--- config.mk ---
export PLATFORM = sky130hd
export DESIGN_NAME = pipe_wb_stage_reg
export DESIGN_NICKNAME = d
export VERILOG_FILES = /design/src/rtl/pipe_pkg.sv /design/src/rtl/pipe_skid_buf.sv /design/src/rtl/pipe_wb_stage_reg.sv
export SDC_FILE = /design/constraint.sdc
export NUM_CORES = 1
export LEC_CHECK = 0
export ABC_AREA = 1
export CAP_MARGIN = 10
export CORE_MARGIN = 2
export CORE_UTILIZATION = 50
export CTS_CLUSTER_DIAMETER = 120
export DETAILED_ROUTE_END_ITERATION = 7
export PLACE_DENSITY = 0.8
export SYNTH_ARGS = -nofsm -noshare
export SYNTH_HDL_FRONTEND = slang
export SYNTH_SLANG_ARGS = --single-unit
export TNS_END_PERCENT = 20
--- constraint.sdc ---
create_clock -name clk_in -period 1.6 [get_ports clk_in]
set_clock_uncertainty 0.05 [all_clocks]
set_input_delay 0.24 -clock clk_in [delete_from_list [all_inputs] [get_ports clk_in]]
set_output_delay 0.24 -clock clk_in [all_outputs]
set_load 0.03 [all_outputs]
--- src/rtl/pipe_pkg.sv ---
// Shared types for the writeback pipeline latch.
// Packet struct, stage FSM states and reset constants.
package pipe_pkg;

    localparam int IDX_W_DEF  = 5;
    localparam int DATA_W_DEF = 32;
    localparam int REG_NOP    = 0;
    localparam int ZERO_DATA  = 0;

    typedef struct packed {
        logic                  rdE;
        logic [IDX_W_DEF-1:0]  rdIdx;
        logic [DATA_W_DEF-1:0] rdData;
    } wb_pkt_t;

    typedef enum logic [1:0] {
        EMPTY = 2'd0,
        ONE   = 2'd1,
        TWO   = 2'd2
    } stage_state_e;

endpackage

--- src/rtl/pipe_skid_buf.sv ---
// Two-entry skid buffer: main entry M (head) and skid entry S.
// Ready is registered so it never depends on downstream ready.
module pipe_skid_buf
    import pipe_pkg::*;
#(
    parameter int W = 38
) (
    input  logic         i_clk,
    input  logic         i_rst_n,
    input  logic         i_flush,
    input  logic         i_push,
    input  logic         i_pop,
    input  logic [W-1:0] i_data,
    output logic [W-1:0] o_data,
    output logic         o_valid,
    output logic         o_ready
);

    stage_state_e r_state;
    stage_state_e w_nxt;
    logic [W-1:0] r_m;
    logic [W-1:0] r_s;
    logic         r_rdy;
    logic         w_ld_m;
    logic         w_ld_s;
    logic         w_m_from_s;

    always_comb begin
        w_nxt      = r_state;
        w_ld_m     = 1'b0;
        w_ld_s     = 1'b0;
        w_m_from_s = 1'b0;
        unique case (r_state)
            EMPTY: begin
                if (i_push) begin
                    w_nxt  = ONE;
                    w_ld_m = 1'b1;
                end
            end
            ONE: begin
                if (i_push && !i_pop) begin
                    w_nxt  = TWO;
                    w_ld_s = 1'b1;
                end else if (i_push && i_pop) begin
                    w_ld_m = 1'b1;
                end else if (i_pop) begin
                    w_nxt = EMPTY;
                end
            end
            TWO: begin
                if (i_pop) begin
                    w_nxt      = ONE;
                    w_m_from_s = 1'b1;
                end
            end
            default: w_nxt = EMPTY;
        endcase
        // Flush overrides everything, including a same-cycle accept
        if (i_flush) begin
            w_nxt      = EMPTY;
            w_ld_m     = 1'b0;
            w_ld_s     = 1'b0;
            w_m_from_s = 1'b0;
        end
    end

    always_ff @(posedge i_clk or negedge i_rst_n) begin
        if (!i_rst_n) begin
            r_state <= EMPTY;
            r_rdy   <= 1'b1;
            r_m     <= '0;
            r_s     <= '0;
        end else begin
            r_state <= w_nxt;
            r_rdy   <= (w_nxt != TWO);
            if (i_flush) begin
                r_m <= '0;
                r_s <= '0;
            end else begin
                if (w_ld_m) begin
                    r_m <= i_data;
                end else if (w_m_from_s) begin
                    r_m <= r_s;
                end
                if (w_ld_s) begin
                    r_s <= i_data;
                end
            end
        end
    end

    assign o_data  = r_m;
    assign o_valid = (r_state != EMPTY);
    assign o_ready = r_rdy;

endmodule

--- src/rtl/pipe_wb_stage_reg.sv ---
// Writeback packet latch with valid/ready, flush and x0 suppression.
// Define PIPE_FWD_EN to expose the fwd_* bypass ports.
module pipe_wb_stage_reg
    import pipe_pkg::*;
#(
    parameter int IDX_W  = 5,
    parameter int DATA_W = 32,
    parameter int SKID   = 1
) (
    input  logic              clk_in,
    input  logic              rst_in,
    input  logic              flush_in,
    input  logic              in_valid,
    output logic              in_ready,
    input  logic              in_rdE,
    input  logic [IDX_W-1:0]  in_rdIdx,
    input  logic [DATA_W-1:0] in_rdData,
    output logic              out_valid,
    input  logic              out_ready,
    output logic              out_rdE,
    output logic [IDX_W-1:0]  out_rdIdx,
    output logic [DATA_W-1:0] out_rdData
`ifdef PIPE_FWD_EN
    ,
    output logic              fwd_rdE,
    output logic [IDX_W-1:0]  fwd_rdIdx,
    output logic [DATA_W-1:0] fwd_rdData
`endif
);

    localparam int PW = 1 + IDX_W + DATA_W;

    typedef struct packed {
        logic              rdE;
        logic [IDX_W-1:0]  rdIdx;
        logic [DATA_W-1:0] rdData;
    } pkt_t;

    pkt_t w_pkt_in;
    pkt_t w_head;
    logic w_acc;
    logic w_emit;
    logic w_valid;
    logic w_ready;

    // x0 is hardwired zero, so a write to it is dropped at capture
    assign w_pkt_in.rdE    = in_rdE && (in_rdIdx != IDX_W'(REG_NOP));
    assign w_pkt_in.rdIdx  = in_rdIdx;
    assign w_pkt_in.rdData = in_rdData;

    assign w_acc  = in_valid & w_ready & ~flush_in;
    assign w_emit = w_valid & out_ready;

    generate
        if (SKID != 0) begin : g_skid
            logic [PW-1:0] w_q;

            pipe_skid_buf #(
                .W (PW)
            ) u_buf (
                .i_clk   (clk_in),
                .i_rst_n (rst_in),
                .i_flush (flush_in),
                .i_push  (w_acc),
                .i_pop   (w_emit),
                .i_data  (w_pkt_in),
                .o_data  (w_q),
                .o_valid (w_valid),
                .o_ready (w_ready)
            );

            assign w_head = w_q;
        end else begin : g_single
            logic r_v;
            pkt_t r_m;

            always_ff @(posedge clk_in or negedge rst_in) begin
                if (!rst_in) begin
                    r_v <= 1'b0;
                    r_m <= '{1'b0, '0, DATA_W'(ZERO_DATA)};
                end else if (flush_in) begin
                    r_v <= 1'b0;
                    r_m <= '{1'b0, '0, DATA_W'(ZERO_DATA)};
                end else if (w_acc) begin
                    r_v <= 1'b1;
                    r_m <= w_pkt_in;
                end else if (w_emit) begin
                    r_v <= 1'b0;
                end
            end

            assign w_valid = r_v;
            assign w_head  = r_m;
            assign w_ready = ~r_v | out_ready;
        end
    endgenerate

    assign in_ready   = w_ready;
    assign out_valid  = w_valid;
    assign out_rdE    = w_head.rdE;
    assign out_rdIdx  = w_head.rdIdx;
    assign out_rdData = w_head.rdData;

`ifdef PIPE_FWD_EN
    assign fwd_rdE    = w_valid & w_head.rdE;
    assign fwd_rdIdx  = w_head.rdIdx;
    assign fwd_rdData = w_head.rdData;
`endif

endmodule

==> results of run 1 <==
## routing by layer
metal | routed length [µm] | vias up | global-route usage, %
met5 | 0 | - | 0
met4 | 106 | 0 | 8.40
met3 | 514 | 9 | 3.54
met2 | 4410 | 113 | 37.4
met1 | 4060 | 1570 | 33.4
li1 | - | 1594 | -
## synth_stat cells
cell,count
sky130_fd_sc_hd__a21oi_1,1
sky130_fd_sc_hd__nand2_1,161
sky130_fd_sc_hd__buf_1,1
sky130_fd_sc_hd__clkinv_2,1
sky130_fd_sc_hd__inv_1,43
sky130_fd_sc_hd__buf_4,6
sky130_fd_sc_hd__dfstp_2,1
sky130_fd_sc_hd__inv_2,2
sky130_fd_sc_hd__clkbuf_1,7
sky130_fd_sc_hd__nand2_2,2
sky130_fd_sc_hd__nand3_1,38
sky130_fd_sc_hd__dfrtp_1,78
sky130_fd_sc_hd__nand3_4,1
sky130_fd_sc_hd__o21ai_0,47
sky130_fd_sc_hd__nor3_1,1
sky130_fd_sc_hd__nor2_4,3
sky130_fd_sc_hd__o21ai_1,29
sky130_fd_sc_hd__nor2_1,4
sky130_fd_sc_hd__o31ai_1,1
sky130_fd_sc_hd__o22ai_1,2
sky130_fd_sc_hd__buf_6,4
sky130_fd_sc_hd__buf_2,6
sky130_fd_sc_hd__nand3_2,1
## what timing repair did
| action | CTS | global route |
|---|---|---|
| hold buffers | 1 | 0 |
| endpoints found under the setup margin | 78 | 39 |
| gates resized for setup | 45 | 7 |
| cloned | 1 | 2 |
| endpoints found under the hold margin | 20 | 0 |
| pin swaps | 2 | 5 |
| buffers inserted | 0 | 8 |
## through the flow
stage,setup TNS [ns],util [%],worst slack [ns]
floorplan,-0.684,-,-0.0243
detailed placement,-21.73,67.0,-0.447
CTS,-0.00569,69.9,-0.00569
finish,0,72.0,0.0229
global route,-0.157,72.0,-0.0274
global placement,-16.57,67.0,-0.346
## cell type report
type	instances	area share [%]
Sequential cell	79	40.0
Multi-Input combinational cell	292	26.8
Timing Repair Buffer	114	22.9
Clock buffer	15	4.17
Inverter	46	3.54
Tap cell	96	2.43
Clock inverter	1	0.152
## state kept, by name (all words and copies together), names as in the netlist
register and count:
g_skid.u_buf.o_data 38, g_skid.u_buf.r_s 38, g_skid.u_buf.r_state 2, g_skid.u_buf.o_ready 1
## power by group
part | internal (mW) | switching, mW
Clock | 0.821 | 0.715
Sequential | 2.06 | 0.0328
Combinational | 0.300 | 0.428
## how the worst max path moves through the flow
stage / from / to / depth (start not counted)
floorplan: g_skid.u_buf.o_ready / g_skid.u_buf.o_data[7] / 9
global placement: out_ready / g_skid.u_buf.o_data[10] / 8
detailed placement: out_ready / g_skid.u_buf.o_data[9] / 8
CTS: g_skid.u_buf.o_ready / g_skid.u_buf.o_data[28] / 7
global route: g_skid.u_buf.o_ready / g_skid.u_buf.o_data[9] / 7
finish: g_skid.u_buf.o_ready / in_ready / 1
## cell families (layout without fill, tap and decap cells)
kind of cell	Yosys count	in the layout	share of synthesized area, %
compound gates	80	80	11.3
flops	79	79	55.0
buf+inv	70	176	9.01
simple gates	211	212	24.7
==> results list, run 1 <==
* Status: finished clean
- In this run the register-to-register setup slack is 0.07 ns.
- Entering global routing, the biggest net connects 51 pins.
* Cell leakage power: 2.52 nW
* Detail Placement HPWL: 5.53 mm
* Flops & latches, synth: 79
- The H-tree generated during clock tree synthesis spans 3 levels.
* # IOs: 83
- The largest single stage delay on the critical path is 0.55 ns.
* Worst EP arrival: 1.29 ns
- Setup violations remaining at the end of the flow were counted as 0.
* Global-route wire length before repair: 14.3 mm
- The routed design could run at a clock period as short as 1.58 ns.
- Dividing the final minimum period by the clock period gives 98.6%.
- Placed cell count: 615
- After detailed routing, the number of vias per cell comes to 5.11.
- Pre-antenna DRT Iters: 5
* Number of CTS-inserted buffers: 9
- Number of cell instances on the worst register-to-register path: 7
- Share of the synthesized area in the top cell type: 54.3%
- The congestion estimate from routability-driven global placement came to 0.900.
- Derived from the worst setup path, the maximum achievable clock frequency is 634 MHz.
- Critical path class: reg -> out
- In the final layout, flip-flops and latches occupy 1980 µm².
- Worst hold slack across all endpoints: 0.279 ns
* Die Footprint: 7890 µm²
* Commonest cells after routing, fill and taps aside: 158 x sky130_fd_sc_hd__nand2_1, 78 x sky130_fd_sc_hd__dfrtp_1, 47 x sky130_fd_sc_hd__o21ai_0
* Worst r2r dst: g_skid.u_buf.o_data[14]
- Detailed routing inserted a total of 3286 vias.
- The mapped netlist covers 3600 µm².
- Filler cell count: 551
- CTS saw 79 sinks.
- Power spread over the standard cell area amounts to 881 nW/µm².
- Tightest Pin Transition: 0.351 ns
- Path class of the lowest-slack min-delay path: in -> async
- Number of buffer cells added on primary ports: 82
* Post-detailed-route DRC marker count: 0
- Max-cap violations in this run came to 0.
* Average wire length per cell after detail routing: 14.1 µm
* Final layout net count: 585
- Number of antenna cells inserted: 0
- Effective utilization at floorplan: 52.3%
* Overflow left after global routing: 0
- The largest individual stage delay along the critical path comes from the cell sky130_fd_sc_hd__dfstp_2.
- The netlist uses 23 different library cells.
- Final total power: 4.36 mW
* Part of the Yosys area used for sequential elements: 55.0%
* Root buffer cell: sky130_fd_sc_hd__clkbuf_8
- Endpoint class of the critical path: output port
- Post-CTS clock slew at the launch and capture registers of the worst setup and hold paths: 0.08 ns
- Detailed Route Iter0 Violations: 244
* Standard-cell rows: 30
* Clock Tree Buf Depth: 2
* Worst ir drop on vdd: 0.000461 V
* Tightest slew margin relative to the limit: 76.7%
- Count of buffering cells on the critical path with inverters included: 1
- Dividing the synthesized area by the synthesized cell count gives 8.17 µm².
- Overall die height: 88.8 µm
- Critical-path cell list: dlygate4sd2_1
* Area growth, synth to finish: 37.5%
* Final non-filler cell total: 643
* Number of antenna violations at the first check in global routing: 0
- Gate family responsible for the most delay along the worst path: flip-flops
- Count of warnings emitted by yosys: 0
* Number of nets produced by synthesis: 483
* Most common library cell in the layout ignoring fill and taps: sky130_fd_sc_hd__nand2_1
- Cell types with the largest area share after synthesis: sky130_fd_sc_hd__dfrtp_1 54%, sky130_fd_sc_hd__nand2_1 17%, sky130_fd_sc_hd__o21ai_0 6.5%
- Number of instances in the synthesized netlist: 440
- Placed inst area: 4600 µm²
- The worst setup path is launched from a flip-flop.
* CTS tree: done
- Clock insertion delay at the later pin of the skew report: 0.34 ns
* Combined area of the multi-input logic cells: 1330 µm²
* Fraction of final layout cells with drive strength greater than 1: 11.9%
- Required time of the critical path: 1.31 ns
- Area of the placeable core: 6870 µm²
- Design area: 4950 µm²
- Hold violation count in the final report: 0
- Setup repair after global routing could not meet its margin everywhere.
* Wire length after detailed routing: 9.09 mm
- The count of nets left with antenna violations once routing finished came out at 0.
- Number of slew-limit violations in the final report: 0
- GRT Util Overall: 23.7%
- In this run the worst path has a maximum fanout of 3.
- Crit Reg-Reg Startpoint: g_skid.u_buf.o_ready
- The via count of the first global-routing pass is 3074.
- Overall die width: 88.8 µm
* Biggest area consumer among synthesized cells: sky130_fd_sc_hd__dfrtp_1
Power figures use the tool's default switching activity.
==> run 2, diff against run 1 <==
--- a/config.mk
+++ b/config.mk
@@ -11,6 +11,7 @@
 export CORE_UTILIZATION = 50
 export CTS_CLUSTER_DIAMETER = 120
 export DETAILED_ROUTE_END_ITERATION = 7
+export MAX_ROUTING_LAYER = met4
 export PLACE_DENSITY = 0.8
 export SYNTH_ARGS = -nofsm -noshare
 export SYNTH_HDL_FRONTEND = slang
==> results list, run 2 (synthesis results as in run 1) <==
- Number of routed nets with antenna violations: 0
- At the pin with the least slew margin, the transition time is 0.350 ns.
- In the final design database the tool counted 585 nets.
- The floorplan has 30 rows.
- The final critical path takes up 98.4% of the cycle.
- Via-per-instance ratio: 5.09
- Worst hold slack across all endpoints: 0.285 ns
- In this run, the number of DRC markers left after iteration 0 of detailed routing was 245.
- Overflow left after global routing: 0
* Power density cells: 881 nW/µm²
- Clock tree synthesis inserted a total of 9 buffers.
- Cells with a size suffix above 1 make up 11.9% of the layout.
- Number of buffer cells added on primary ports: 82
- CTS sink cnt: 79
* Number of cell instances on the worst register-to-register path: 7
- The routed design has 9.11 mm of wire.
- Before antenna repair, the detailed router went through 4 iterations.
- The worst pin sits at a relative slew slack of 76.8%.
* Clock period minus worst slack: 1.58 ns
* Commonest cells after routing, fill and taps aside: 158 x sky130_fd_sc_hd__nand2_1, 78 x sky130_fd_sc_hd__dfrtp_1, 47 x sky130_fd_sc_hd__o21ai_0
- The kind of cell with the highest combined delay along the critical path is flip-flops.
* Worst reg2reg setup slack: 0.06 ns
- Number of slew-limit violations in the final report: 0
- Total number of vias: 3273
* H-tree lvl count: 3
- The worst setup path is of the reg -> out kind.
- Traced cell by cell, the critical path runs through dlygate4sd2_1.
* Via count of the first global-routing pass: 3067
- The flow ran to the end, and the final reports show no timing, DRC or antenna violations.
- The floorplan step set the die height to 88.8 µm.
- For this run, the total global-route usage over all layers was measured as 24.5%.
- For the worst setup path, the data arrival time is 1.29 ns.
* Post-CTS clock slew at the launch and capture registers of the worst setup and hold paths: 0.08 ns
- Clock insertion delay at the later pin of the skew report: 0.34 ns
* Top fanout value on the critical path: 3
- The repair_antennas step left the layout with diodes totalling 0.
- Path class of the lowest-slack min-delay path: in -> async
* # IOs: 83
- STA classifies the critical path endpoint as an output port.
- The worst register-to-register path ends at g_skid.u_buf.o_data[9].
- The slowest stage of the critical path belongs to the cell sky130_fd_sc_hd__dfstp_2.
- Leaving out fill and tap cells, the most frequent cell in the layout is sky130_fd_sc_hd__nand2_1.
* Average wire length per cell after detail routing: 14.2 µm
* Area growth, synth to finish: 37.5%
- Setup violations remaining at the end of the flow were counted as 0.
- Number of antenna violations at the first check in global routing: 0
- Max-cap viol count: 0
* Achievable clock frequency: 635 MHz
* Detail Placement HPWL: 5.53 mm
* Largest net degree at the start of global routing: 51
- Post-detailed-route DRC marker count: 0
- In this design, the stage delay of the slowest critical-path cell is 0.55 ns.
* Final RePlAce weighted congestion: 0.916
- Worst ir drop on vdd: 0.000463 V
- Effective utilization at floorplan: 52.3%
- RSZ-0062 raised after global routing: yes
- After layout, the design draws a total of 4.36 mW.
- Crit Reg-Reg Startpoint: g_skid.u_buf.o_ready
- TritonCTS built the clock tree.
- The tree is rooted in a sky130_fd_sc_hd__clkbuf_8.
- Summed over all cells, the static leakage comes to 2.52 nW.
* Die Footprint: 7890 µm²
- STA puts the critical path data required time at 1.31 ns.
- Clock Tree Buf Depth: 2
- Together, buffers and inverters on the worst path number 1.
- The worst setup path is launched from a flip-flop.
- Hold violation count in the final report: 0
- Global-route wire length before repair: 14.3 mm
* Utilization after layout: 72.0%
- Setup TNS: 0 ns
- Area of the placeable core: 6870 µm²
- Overall die width: 88.8 µm
[run 2: cell counts in the layout (fill, tap and decap cells not counted)]
Identical to the previous run, type by type.
[run 2: area by class of cell]
class | instances | area (µm²)
sequential | 79 | 1980
clock inverter | 1 | 7.51
inverter | 46 | 175
multi-input combinational | 292 | 1330
timing repair buffer | 114 | 1130
fill | 551 | 1920
tap | 96 | 120
clock buffer | 15 | 206
[run 2: stage by stage]
| step | cells | instance area (µm²) | setup slack (ns) |
|---|---|---|---|
| after floorplan | 440 | 3600 | -0.0243 |
| after global placement | 615 | 4600 | -0.346 |
| after detailed placement | 615 | 4600 | -0.447 |
| after CTS | 633 | 4800 | -0.00569 |
| after global routing | 643 | 4950 | -0.0274 |
| final | 643 | 4950 | 0.0248 |
[run 2: repair_timing]
action / in CTS / in global routing
endpoints found under the setup margin: 78 / 39
setup buffers: 0 / 8
hold buffers: 1 / 0
pin swaps: 2 / 5
cloned: 1 / 2
gates resized for setup: 45 / 7
endpoints found under the hold margin: 20 / 0
[run 2: worst max-delay path by stage]
stage | from | cells past startpoint | slack (ns) | endpoint
after floorplan | g_skid.u_buf.o_ready | 9 | -0.02 | g_skid.u_buf.o_data[7]
after global placement | out_ready | 8 | -0.35 | g_skid.u_buf.o_data[10]
after detailed placement | out_ready | 8 | -0.45 | g_skid.u_buf.o_data[9]
after CTS | g_skid.u_buf.o_ready | 7 | -0.006 | g_skid.u_buf.o_data[28]
after global routing | g_skid.u_buf.o_ready | 7 | -0.03 | g_skid.u_buf.o_data[33]
final | g_skid.u_buf.o_ready | 1 | 0.02 | in_ready
[run 2: power by group]
group / switching (mW) / internal, mW / total, mW
Combinational: 0.428 / 0.300 / 0.727
Clock: 0.715 / 0.821 / 1.54
Sequential: 0.0324 / 2.06 / 2.09
Total: 1.18 / 3.18 / 4.36
[run 2: routing by layer]
metal,up-vias,track usage (%),routed length [µm]
met4,0,8.40,105
li1,1596,-,-
met2,114,37.4,4460
met1,1554,33.7,3940
met3,9,3.54,600
met5,-,-,0
==> run 3, diff against run 2 <==
--- a/config.mk
+++ b/config.mk
@@ -8,12 +8,13 @@
 export ABC_AREA = 1
 export CAP_MARGIN = 10
 export CORE_MARGIN = 2
-export CORE_UTILIZATION = 50
+export CORE_UTILIZATION = 51
 export CTS_CLUSTER_DIAMETER = 120
 export DETAILED_ROUTE_END_ITERATION = 7
 export MAX_ROUTING_LAYER = met4
 export PLACE_DENSITY = 0.8
 export SYNTH_ARGS = -nofsm -noshare
 export SYNTH_HDL_FRONTEND = slang
+export SYNTH_HIERARCHICAL = 1
 export SYNTH_SLANG_ARGS = --single-unit
 export TNS_END_PERCENT = 20
==> results list, run 3 <==
- Status: finished, violations left
- The final reports fail on setup timing.
* Overall die height: 90.5 µm
- The worst setup path is captured at a flip-flop.
- Flops & latches, synth: 79
- The count of cells in the finished layout, fillers not included, comes to 695.
- Post-route fraction of the period consumed by the critical path: 112%
- Setup slack on the critical path of the routed design comes to -0.184 ns.
- In the final layout, the share of cells above drive strength 1 is 14.8%.
- Counting every instance in the synthesized netlist gives 492.
* Number of CTS-inserted buffers: 9
- Final hold analysis gives a worst-case slack of 0.403 ns.
- Counting along the longest clock path gives a buffer depth of 2.
- Number of buffer cells added on primary ports: 82
- Detail Placement HPWL: 6.17 mm
* Biggest area consumer among synthesized cells: sky130_fd_sc_hd__dfrtp_1
* Number of antenna violations at the first check in global routing: 0
* Overflow left after global routing: 0
* Power density cells: 820 nW/µm²
* Count of buffering cells on the critical path with inverters included: 4
- Clock insertion delay at the later pin of the skew report: 0.34 ns
- Critical-path cell list: nand2_2 -> nor2_4 -> inv_2 -> nor2_4 -> nand2_2 -> buf_6 -> a21oi_4 -> buf_12 -> buf_6 -> nand2_1 -> nand2_1
- # IOs: 83
- CTS saw 79 sinks.
* Gate family responsible for the most delay along the worst path: flip-flops
* Root buffer cell: sky130_fd_sc_hd__clkbuf_8
* Count of warnings emitted by yosys: 6
* Wire length after detailed routing: 10.9 mm
- Among all stages on the critical path, the largest delay is contributed by sky130_fd_sc_hd__dfstp_2.
* Cell area after synthesis: 3810 µm²
- Setup repair after global routing could not meet its margin everywhere.
- Top fanout value on the critical path: 6
- Critical path class: reg -> reg
* CP max stage delay: 0.55 ns
- The worst pin sits at a relative slew slack of 71.9%.
- In the post-synthesis netlist, the biggest area contributors are sky130_fd_sc_hd__dfrtp_1 51%, sky130_fd_sc_hd__nand2_1 19%, sky130_fd_sc_hd__nand4_1 6.2%.
- Category of the worst setup path launch point: flip-flop
- CTS tree: done
- Most common library cell in the layout ignoring fill and taps: sky130_fd_sc_hd__nand2_1
- Setup violations remaining at the end of the flow were counted as 78.
- After layout, the minimum clock period comes to 1.78 ns.
- The area growth from synthesis to layout is 39.7%.
- Most used standard cell by instance count after synthesis: sky130_fd_sc_hd__nand2_1
- Main flop type after synthesis: sky130_fd_sc_hd__dfrtp_1
* Tightest Pin Transition: 0.421 ns
- Post-CTS clock slew at the launch and capture registers of the worst setup and hold paths: 0.08 ns
- Part of the Yosys area used for sequential elements: 51.9%
* Number of slew-limit violations in the final report: 0
- Across the run, the number of max-cap violations was 0.
- Die Footprint: 8190 µm²
- After detailed routing, the average wire length per cell comes to 15.7 µm.
- IR analysis of the VDD net gives a maximum drop of 0.000476 V.
- For the worst setup path, the data required time is 1.83 ns.
- Total number of vias: 3816
* Area of the placeable core: 7250 µm²
- Via-per-instance ratio: 5.49
* Hold violation count in the final report: 0
- Dividing the synthesized area by the synthesized cell count gives 7.75 µm².
- The commonest cells after synthesis are 197 x sky130_fd_sc_hd__nand2_1, 78 x sky130_fd_sc_hd__dfrtp_1, 47 x sky130_fd_sc_hd__inv_1, 44 x sky130_fd_sc_hd__nand3_1, 38 x sky130_fd_sc_hd__nand4_1.
- Once placement finished, the instance area stood at 4830 µm².
- Share of the synthesized area in the top cell type: 51.2%
- In the routed design, unresolved DRC markers number 0.
- Global-route wire length before repair: 16.9 mm
* Achievable clock frequency: 561 MHz
* Worst EP arrival: 2.01 ns
- In the global route stage, overall resource usage came out at 26.1%.
- Routability-driven placement finished with a final weighted congestion of 0.802.
- The via count of the first global-routing pass was 3460.
- Including well taps, the total number of placed cells is 666.
- Path class of the lowest-slack min-delay path: in -> async
- Design area: 5330 µm²
- In this run, synthesis inferred 0 flip-flops with an integrated enable.
* Commonest cells after routing, fill and taps aside: 178 x sky130_fd_sc_hd__nand2_1, 78 x sky130_fd_sc_hd__dfrtp_1, 45 x sky130_fd_sc_hd__inv_1
- Standard-cell rows: 31
* Number of nets produced by synthesis: 535
- Number of routed nets with antenna violations: 0
- Once the floorplan was initialized, standard cells occupied 52.6% of the core.
* H-tree lvl count: 3
* Count of distinct cell types in the synthesized netlist: 22
* Final layout net count: 634
* Detailed Route Iter0 Violations: 341
- In this run the horizontal extent of the chip is 90.5 µm.
* Async set or reset register ratio after synthesis: 100%
- Pre-antenna DRT Iters: 5
* Number of antenna cells inserted: 0
- Largest net degree at the start of global routing: 80
* Cell leakage power: 3.02 nW
[run 3: cell count changes after synthesis, moves of 4 or more]
cell / before / now
sky130_fd_sc_hd__nand4_1: 0 / 38
sky130_fd_sc_hd__o21ai_0: 47 / 29
sky130_fd_sc_hd__buf_2: 6 / 11
sky130_fd_sc_hd__nand2_1: 161 / 197
sky130_fd_sc_hd__o21ai_1: 29 / 10
sky130_fd_sc_hd__inv_1: 43 / 47
sky130_fd_sc_hd__nand3_1: 38 / 44
[run 3: worst paths after layout]
kind / start / to / slack (ns) / cells past startpoint
worst max register to register: g_skid.u_buf/o_ready / g_skid.u_buf/o_data[1] / -0.18 / 11
worst min register to register: g_skid.u_buf/o_data[30] / g_skid.u_buf/o_data[30] / 0.43 / 2
min in group clk_in: in_rdData[24] / g_skid.u_buf/r_s[24] / 0.43 / 3
max in group asynchronous: rst_in / g_skid.u_buf/o_ready / 0.75 / 3
worst max-delay path: g_skid.u_buf/o_ready / g_skid.u_buf/o_data[1] / -0.18 / 11
worst min-delay path: rst_in / g_skid.u_buf/o_data[31] / 0.40 / 3
[run 3: stage by stage]
stage / power, mW / setup slack, ns / setup TNS, ns / utilization (%)
3_3_place_gp: 2.62 / -0.485 / -24.09 / 66.6
5_1_grt: 4.52 / -0.291 / -15.80 / 73.5
4_1_cts: 4.33 / -0.164 / -8.13 / 70.9
2_1_floorplan: 2.36 / -0.128 / -4.65 / -
3_5_place_dp: 2.63 / -0.600 / -27.88 / 66.6
6_report: 4.37 / -0.184 / -10.23 / 73.5
[run 3: logic make-up (layout without fill, tap and decap cells)]
kind of cell	after synthesis	count (layout)	share of synthesized area [%]
AND/OR/NAND/NOR	289	290	32.8
buffers and inverters	84	187	9.97
flip-flops	79	79	51.9
AO/OA/AOI/OAI	40	40	5.35
[run 3: repair_timing]
item                                    in CTS  in global routing
resized for setup                           62                 44
setup buffers                                7                  1
gates cloned                                 2                  3
endpoints found under the setup margin     118                 81
pin swaps                                    5                 11
hold buffers                                 1                  0
hold endpoints to repair                    78                  0
[run 3: cell type report]
cell class	instances	area, µm²
multi-input combinational	330	1570
clock buffer	13	159
tap	99	124
fill	540	1930
inverter	48	180
clock inverter	3	65.1
timing repair buffer	123	1250
sequential	79	1980
[run 3: power breakdown]
group	total (mW)	switching (mW)	internal, mW
Clock	1.66	0.700	0.964
Sequential	2.04	0.0182	2.03
Combinational	0.657	0.377	0.280
Total	4.37	1.10	3.27
[run 3: routing by layer]
metal | global-route usage (%) | vias up | routed length, µm | share of wire (%)
met1 | 34.9 | 1810 | 4480 | 41
met3 | 3.76 | 29 | 800 | 7.3
met4 | 10.8 | 0 | 264 | 2.4
met2 | 40.1 | 206 | 5350 | 49
li1 | - | 1771 | - | -
met5 | - | - | 0 | 0
[run 3: tightest hold or removal path, stage by stage]
cell	delay, ns
sky130_fd_sc_hd__dlygate4sd3_1	0.52
sky130_fd_sc_hd__buf_4	0.11
sky130_fd_sc_hd__buf_12	0.34
